### config.mk
export PLATFORM = sky130hd
export DESIGN_NAME = imem_loader_flat
export DESIGN_NICKNAME = d
export VERILOG_FILES = /design/src/rtl/loader_pkg.sv /design/src/rtl/imem_loader_if.sv /design/src/rtl/imem_word_pack.sv /design/src/rtl/imem_loader.sv /design/src/flat_wrapper.sv
export SDC_FILE = /design/constraint.sdc
export NUM_CORES = 1
export LEC_CHECK = 0
export ABC_AREA = 1
export BUFFER_PORTS_ARGS = -buffer_cell sky130_fd_sc_hd__buf_2
export CORE_MARGIN = 3
export CORE_UTILIZATION = 58
export DETAILED_ROUTE_END_ITERATION = 8
export PLACE_DENSITY = 0.79
export SLEW_MARGIN = 20
export SYNTH_ARGS = -nofsm -noshare
export SYNTH_HDL_FRONTEND = slang
export SYNTH_SLANG_ARGS = --single-unit
### constraint.sdc
create_clock -name clk -period 2.6 [get_ports clk]
set_clock_uncertainty 0.2 [all_clocks]
set_input_delay 0 -clock clk [delete_from_list [all_inputs] [get_ports clk]]
set_output_delay 0 -clock clk [all_outputs]
set_load 0.05 [all_outputs]
### src/rtl/loader_pkg.sv
// rtl/loader_pkg.sv - shared loader state type and frame constants
package loader_pkg;

  typedef enum logic [2:0] {
    IDLE,
    LEN_LO,
    LEN_HI,
    DATA,
    CSUM,
    DONE,
    ERR
  } loader_state_t;

  localparam int LEN_BYTES  = 2;
  localparam int WORD_BYTES = 4;

endpackage

### src/rtl/imem_loader_if.sv
// rtl/imem_loader_if.sv - byte-stream input and instruction-memory write port of the loader
interface imem_loader_if #(
  parameter int ADDR_W = 8
);
  logic              rx_valid;
  logic [7:0]        rx_data;
  logic              rx_ready;
  logic              imem_we;
  logic [ADDR_W-1:0] imem_addr;
  logic [31:0]       imem_wdata;

  modport master (
    input  rx_valid, rx_data,
    output rx_ready, imem_we, imem_addr, imem_wdata
  );

  modport slave (
    output rx_valid, rx_data,
    input  rx_ready, imem_we, imem_addr, imem_wdata
  );
endinterface

### src/rtl/imem_word_pack.sv
// rtl/imem_word_pack.sv - packs little-endian bytes into 32-bit words, strobes on the last byte
module imem_word_pack
  import loader_pkg::*;
(
  input  logic        clk,
  input  logic        rst,
  input  logic        clr_i,
  input  logic        byte_valid_i,
  input  logic [7:0]  byte_i,
  output logic [31:0] word_o,
  output logic        word_done_o
);

  logic [31:0] shift_q;
  logic [31:0] shift_d;
  logic [1:0]  cnt_q;

  // Shifting right lands the first byte of a word in bits 7:0 after four shifts.
  assign shift_d     = {byte_i, shift_q[31:8]};
  assign word_o      = shift_d;
  assign word_done_o = byte_valid_i && (cnt_q == 2'(WORD_BYTES - 1));

  always_ff @(posedge clk or negedge rst) begin
    if (!rst) begin
      shift_q <= '0;
      cnt_q   <= '0;
    end else if (clr_i) begin
      shift_q <= '0;
      cnt_q   <= '0;
    end else if (byte_valid_i) begin
      shift_q <= shift_d;
      cnt_q   <= cnt_q + 2'd1;
    end
  end

endmodule

### src/rtl/imem_loader.sv
// rtl/imem_loader.sv - framed byte-stream loader writing the instruction memory and gating cpu_hold
module imem_loader
  import loader_pkg::*;
#(
  parameter int ADDR_W = 8
) (
  input  logic clk,
  input  logic rst,
  input  logic load_en,
  output logic cpu_hold,
  output logic done,
  output logic error,
  imem_loader_if.master bus
);

  localparam int DEPTH  = 1 << ADDR_W;
  localparam int LEN_W  = LEN_BYTES * 8;

  loader_state_t     state_q;
  logic [LEN_W-1:0]  len_q;
  logic [ADDR_W:0]   word_cnt_q;
  logic [7:0]        csum_q;
  logic              rx_ready_q;
  logic              we_q;
  logic [ADDR_W-1:0] addr_q;
  logic [31:0]       wdata_q;
  logic              done_q;
  logic              error_q;
  logic              hold_q;

  logic              xfer;
  logic              data_xfer;
  logic              start;
  logic [LEN_W-1:0]  len_full;
  logic              last_word;
  logic [31:0]       word;
  logic              word_done;

  assign xfer      = bus.rx_valid && rx_ready_q;
  assign data_xfer = xfer && (state_q == DATA);
  assign start     = load_en && (state_q == IDLE || state_q == DONE || state_q == ERR);
  assign len_full  = {bus.rx_data, len_q[7:0]};
  assign last_word = (32'(word_cnt_q) + 32'd1) == 32'(len_q);

  imem_word_pack u_pack (
    .clk          (clk),
    .rst          (rst),
    .clr_i        (start),
    .byte_valid_i (data_xfer),
    .byte_i       (bus.rx_data),
    .word_o       (word),
    .word_done_o  (word_done)
  );

  always_ff @(posedge clk or negedge rst) begin
    if (!rst) begin
      state_q    <= IDLE;
      len_q      <= '0;
      word_cnt_q <= '0;
      csum_q     <= '0;
      rx_ready_q <= 1'b0;
      we_q       <= 1'b0;
      addr_q     <= '0;
      wdata_q    <= '0;
      done_q     <= 1'b0;
      error_q    <= 1'b0;
      hold_q     <= 1'b1;
    end else begin
      we_q <= 1'b0;
      if (start) begin
        state_q    <= LEN_LO;
        len_q      <= '0;
        word_cnt_q <= '0;
        csum_q     <= '0;
        rx_ready_q <= 1'b1;
        done_q     <= 1'b0;
        error_q    <= 1'b0;
        hold_q     <= 1'b1;
      end else if (xfer) begin
        case (state_q)
          LEN_LO: begin
            len_q[7:0] <= bus.rx_data;
            state_q    <= LEN_HI;
          end
          LEN_HI: begin
            len_q[15:8] <= bus.rx_data;
            if (32'(len_full) > 32'(DEPTH)) begin
              state_q    <= ERR;
              error_q    <= 1'b1;
              rx_ready_q <= 1'b0;
            end else if (len_full == '0) begin
              state_q <= CSUM;
            end else begin
              state_q <= DATA;
            end
          end
          DATA: begin
            csum_q <= csum_q ^ bus.rx_data;
            if (word_done) begin
              we_q       <= 1'b1;
              addr_q     <= word_cnt_q[ADDR_W-1:0];
              wdata_q    <= word;
              word_cnt_q <= word_cnt_q + 1'b1;
              if (last_word) state_q <= CSUM;
            end
          end
          CSUM: begin
            rx_ready_q <= 1'b0;
            if (bus.rx_data == csum_q) begin
              state_q <= DONE;
              done_q  <= 1'b1;
              hold_q  <= 1'b0;
            end else begin
              state_q <= ERR;
              error_q <= 1'b1;
            end
          end
          default: ;
        endcase
      end
    end
  end

  assign bus.rx_ready   = rx_ready_q;
  assign bus.imem_we    = we_q;
  assign bus.imem_addr  = addr_q;
  assign bus.imem_wdata = wdata_q;
  assign done           = done_q;
  assign error          = error_q;
  assign cpu_hold       = hold_q;

endmodule

### src/flat_wrapper.sv
// flat-port wrapper written by rule: the top's interface ports become plain ports
module imem_loader_flat import loader_pkg::*;
#(
  parameter int ADDR_W = 8
)
  (clk, rst, load_en, cpu_hold, done, error, bus_rx_valid, bus_rx_data, bus_rx_ready, bus_imem_we, bus_imem_addr, bus_imem_wdata);
  imem_loader_if #(.ADDR_W(ADDR_W)) bus_i ();
  input  logic clk;
  input  logic rst;
  input  logic load_en;
  output logic cpu_hold;
  output logic done;
  output logic error;
  input wire logic [$bits(bus_i.rx_valid)-1:0] bus_rx_valid;
  input wire logic [$bits(bus_i.rx_data)-1:0] bus_rx_data;
  output wire logic [$bits(bus_i.rx_ready)-1:0] bus_rx_ready;
  output wire logic [$bits(bus_i.imem_we)-1:0] bus_imem_we;
  output wire logic [$bits(bus_i.imem_addr)-1:0] bus_imem_addr;
  output wire logic [$bits(bus_i.imem_wdata)-1:0] bus_imem_wdata;
  assign bus_i.rx_valid = bus_rx_valid;
  assign bus_i.rx_data = bus_rx_data;
  assign bus_rx_ready = bus_i.rx_ready;
  assign bus_imem_we = bus_i.imem_we;
  assign bus_imem_addr = bus_i.imem_addr;
  assign bus_imem_wdata = bus_i.imem_wdata;
  imem_loader #(.ADDR_W(ADDR_W)) u_core (.clk(clk), .rst(rst), .load_en(load_en), .cpu_hold(cpu_hold), .done(done), .error(error), .bus(bus_i));
endmodule
==> impl_metrics.toml <==
[synth]
synth_warnings = 0
synthXorXnorAreaFrac_pct = 1.44
synth_cell_types = 35
synthTopCellsByCount = "208 x nand2_1, 106 x dfrtp_1, 57 x inv_1"
synth_top_area_share_pct = 54.4
synthArstFlopShare_pct = 100
ys_seq_area_share_pct = 54.9
synth_compound_area_share_pct = 11.6
ys_ff_latch = 107
synth_simple_gate_area_share_pct = 24.8
synth-adder-area-share_pct = 0.513
ys_top_cells_by_area = "dfrtp_1 54%, nand2_1 16%, inv_1 4.4%, o21ai_0 3.7%, a22oi_1 3.2%"
syn_area_per_cell_um2 = 8.47
synth_nets = 590
synth_cells = 576
yosys.area.top_type = "dfrtp_1"
synth_ff_type = "dfrtp_1"
post-synth-top-count-cell = "nand2_1"
synth_edf_count = 0
synth_top_family_by_area = "simple AND/OR/NAND/NOR gates"
synth_area_mm2 = 0.00488
synthMuxAreaShare_pct = 0

[worst_setup_path]
critPathSlowestCell = "dfrtp_1"
path_common_cell = "nand2_1"
crit_family = "simple AND/OR/NAND/NOR gates"
critPathRequiredTime_ps = 2660
criticalPathCategory = "flop to flop"
crit_path_max_incr_delay_ps = 470
worst_setup_path_end_kind = "flop"
crit_fanout = 6
crit_chain = "ha_1, nand3_1, nor2_2, nand2_1, nand2_2, nand2_1, nand2_1, nand3_1, nor2_1, nand2_1, nand3_1, nand2_1"
cp.buffers_inverters = 0
worstSetupStartpointType = "flop"
arrival_ps = 2200

[clocking]
clk_pin_slew_ps = 110
cts.sinks = 107
cts_max_level = 3
cts_buffers = 9
cts_setup_buffers = 0
cts_tree = "done"
cts_buffer_depth = 2
root_buffer = "clkbuf_8"
ctsResizeCount = 0
clock_latency_ps = 370
cts_hold_buffers = 13

[power]
irDropWorstVdd_mv = 0.372
p_per_area_mw_per_mm2 = 769
power.leakage_uw = 0.00313

[routing]
num_vias = 4065
routed_wl_um = 10900
drt_first_iter_violations = 237
viasPerCell = 5.40
antenna_left = 0
dr.pass1.iters = 5
routedWlPerCell_um = 14.5
drc = 0

[timing]
slew_headroom_pct = 50.6
period_share_pct = 82.2
finalWorstPathRequiredPeriod_ps = 2140
rsz0062_at_grt = "false"
setup_violations = 0
setup_tns_ps = 0
worst_hold_slack_ps = 228
hold_viol_final = 0
drv_slew = 0
timing.fmax_ghz = 0.468
tightest_slew_ps = 739

[min_path]
min_path_type = "input port to flop"

[floorplan]
die_h_um = 97.7
start_util_pct = 61.5
chipWidth_um = 97.7
core-area_mm2 = 0.00793
io_pins = 57
rows = 32
dieArea_mm2 = 0.00954

[final_layout]
antenna_cells = 0
fin_area_mm2 = 0.00560
drive_gt1_share_pct = 15.8
final_nets = 660
syn_to_final_growth_pct = 14.8
nFillCells = 644

[global_route]
antenna_found_initial = 0
grt_pass1_wl_um = 19200
grt_max_degree = 39
gr-total-overflow = 0
gr-usage-all-layers_pct = 24.5
first_global_vias = 4086

[placement]
io_buffer_count = 56
globalplace.congestion = 0.897
placed_area_mm2 = 0.00527
detailed_place_hpwl_um = 7620

[flow_run]
max_cap_violations = 0

[outcome]
status = "complete, no violations"
metal layers:
layer | track usage, % | vias to the layer above | part of all wire, %
met4 | 6.28 | 0 | 1.4
met3 | 4.88 | 19 | 5.1
met5 | 0 | - | 0
met2 | 40.1 | 117 | 48
li1 | - | 1972 | -
met1 | 33.6 | 1957 | 46
through the flow:
step | worst slack, ps | power, uW | cells | util [%]
floorplan | 543 | 3010 | 576 | -
global placement | 369 | 3250 | 724 | 66.4
detailed placement | 502 | 3320 | 724 | 66.5
CTS | 495 | 4310 | 753 | 70.6
global route | 269 | 4600 | 753 | 70.6
finish | 463 | 4300 | 753 | 70.6
kinds of logic (layout without fill, tap and decap cells):
kind of cell,count (synthesis),count (layout)
AOI/OAI and AO/OA,87,87
DFF,107,107
adders and majority gates,2,2
and+or+nand+nor,292,292
xor gates and xnor gates,8,8
buffers and inverters,80,155
worst register-to-register path: cells and delay by family, from the launching register on:
family | cells | cell delay (ps)
adders and majority gates | 1 | 220
DFF | 1 | 470
and+or+nand+nor | 11 | 1140
final cells by class:
type                       count  area, um2  area share (%)
sequential                   107       2680            47.8
tap                          102        128            2.28
clock inverter                 4       32.5           0.581
clock buffer                  12        155            2.77
timing repair buffer          77        495            8.85
multi-input combinational    389       1870            33.5
inverter                      62        235            4.20
sequential cells by signal (all words and copies together), names as in the netlist:
signal / flops
u_core.word_cnt_q: 9
u_core.state_q: 3
u_core.done: 1
u_core.bus.rx_ready: 1
u_core.error: 1
u_core.cpu_hold: 1
u_core.u_pack.cnt_q: 2
u_core.csum_q: 8
u_core.bus.imem_addr: 8
u_core.len_q: 16
u_core.bus.imem_we: 1
u_core.bus.imem_wdata: 32
u_core.u_pack.shift_q: 24
placed cells by master (no fill, tap or decap), drive strengths merged:
| cell type | synthesis | final |
|---|---|---|
| o211ai | 3 | 3 |
| nand2 | 210 | 210 |
| clkinv | 1 | 2 |
| ha | 2 | 2 |
| nand3 | 33 | 33 |
| o21a | 1 | 1 |
| o21ai | 43 | 43 |
| dlygate4sd3 | 0 | 12 |
| a21oi | 10 | 10 |
| clkbuf | 6 | 12 |
| a22oi | 21 | 21 |
| nor2 | 43 | 43 |
| o21bai | 2 | 2 |
| a31oi | 2 | 2 |
| xor2 | 4 | 4 |
| dfstp | 1 | 1 |
| o22ai | 5 | 5 |
| buf | 12 | 65 |
| xnor2 | 4 | 4 |
| nor3 | 2 | 2 |
| nand4 | 2 | 2 |
| clkinvlp | 0 | 2 |
| dfrtp | 106 | 106 |
| nand3b | 2 | 2 |
| inv | 61 | 62 |
report_power, final:
| part | internal (uW) | switching, uW |
|---|---|---|
| sequential | 1870 | 167 |
| combinational | 406 | 878 |
| clock | 407 | 576 |
| total | 2680 | 1620 |
worst paths after layout:
check / from / cells past startpoint / to / slack (ps)
min reg2reg: u_core.bus.imem_wdata[11]$_DFFE_PN0P_ / 2 / u_core.bus.imem_wdata[11]$_DFFE_PN0P_ / 280
max in group asynchronous: rst / 4 / u_core.u_pack.shift_q[14]$_DFFE_PN0P_ / 1290
min: bus_rx_data[7] / 4 / u_core.bus.imem_wdata[31]$_DFFE_PN0P_ / 230
min in group asynchronous: rst / 3 / u_core.cpu_hold$_DFFE_PN1P_ / 540
max: u_core.word_cnt_q[0]$_DFFE_PN0P_ / 12 / u_core.state_q[0]$_DFFE_PN0P_ / 460
max reg2reg: u_core.word_cnt_q[0]$_DFFE_PN0P_ / 12 / u_core.state_q[0]$_DFFE_PN0P_ / 460
(Power assumes the default switching activity.)
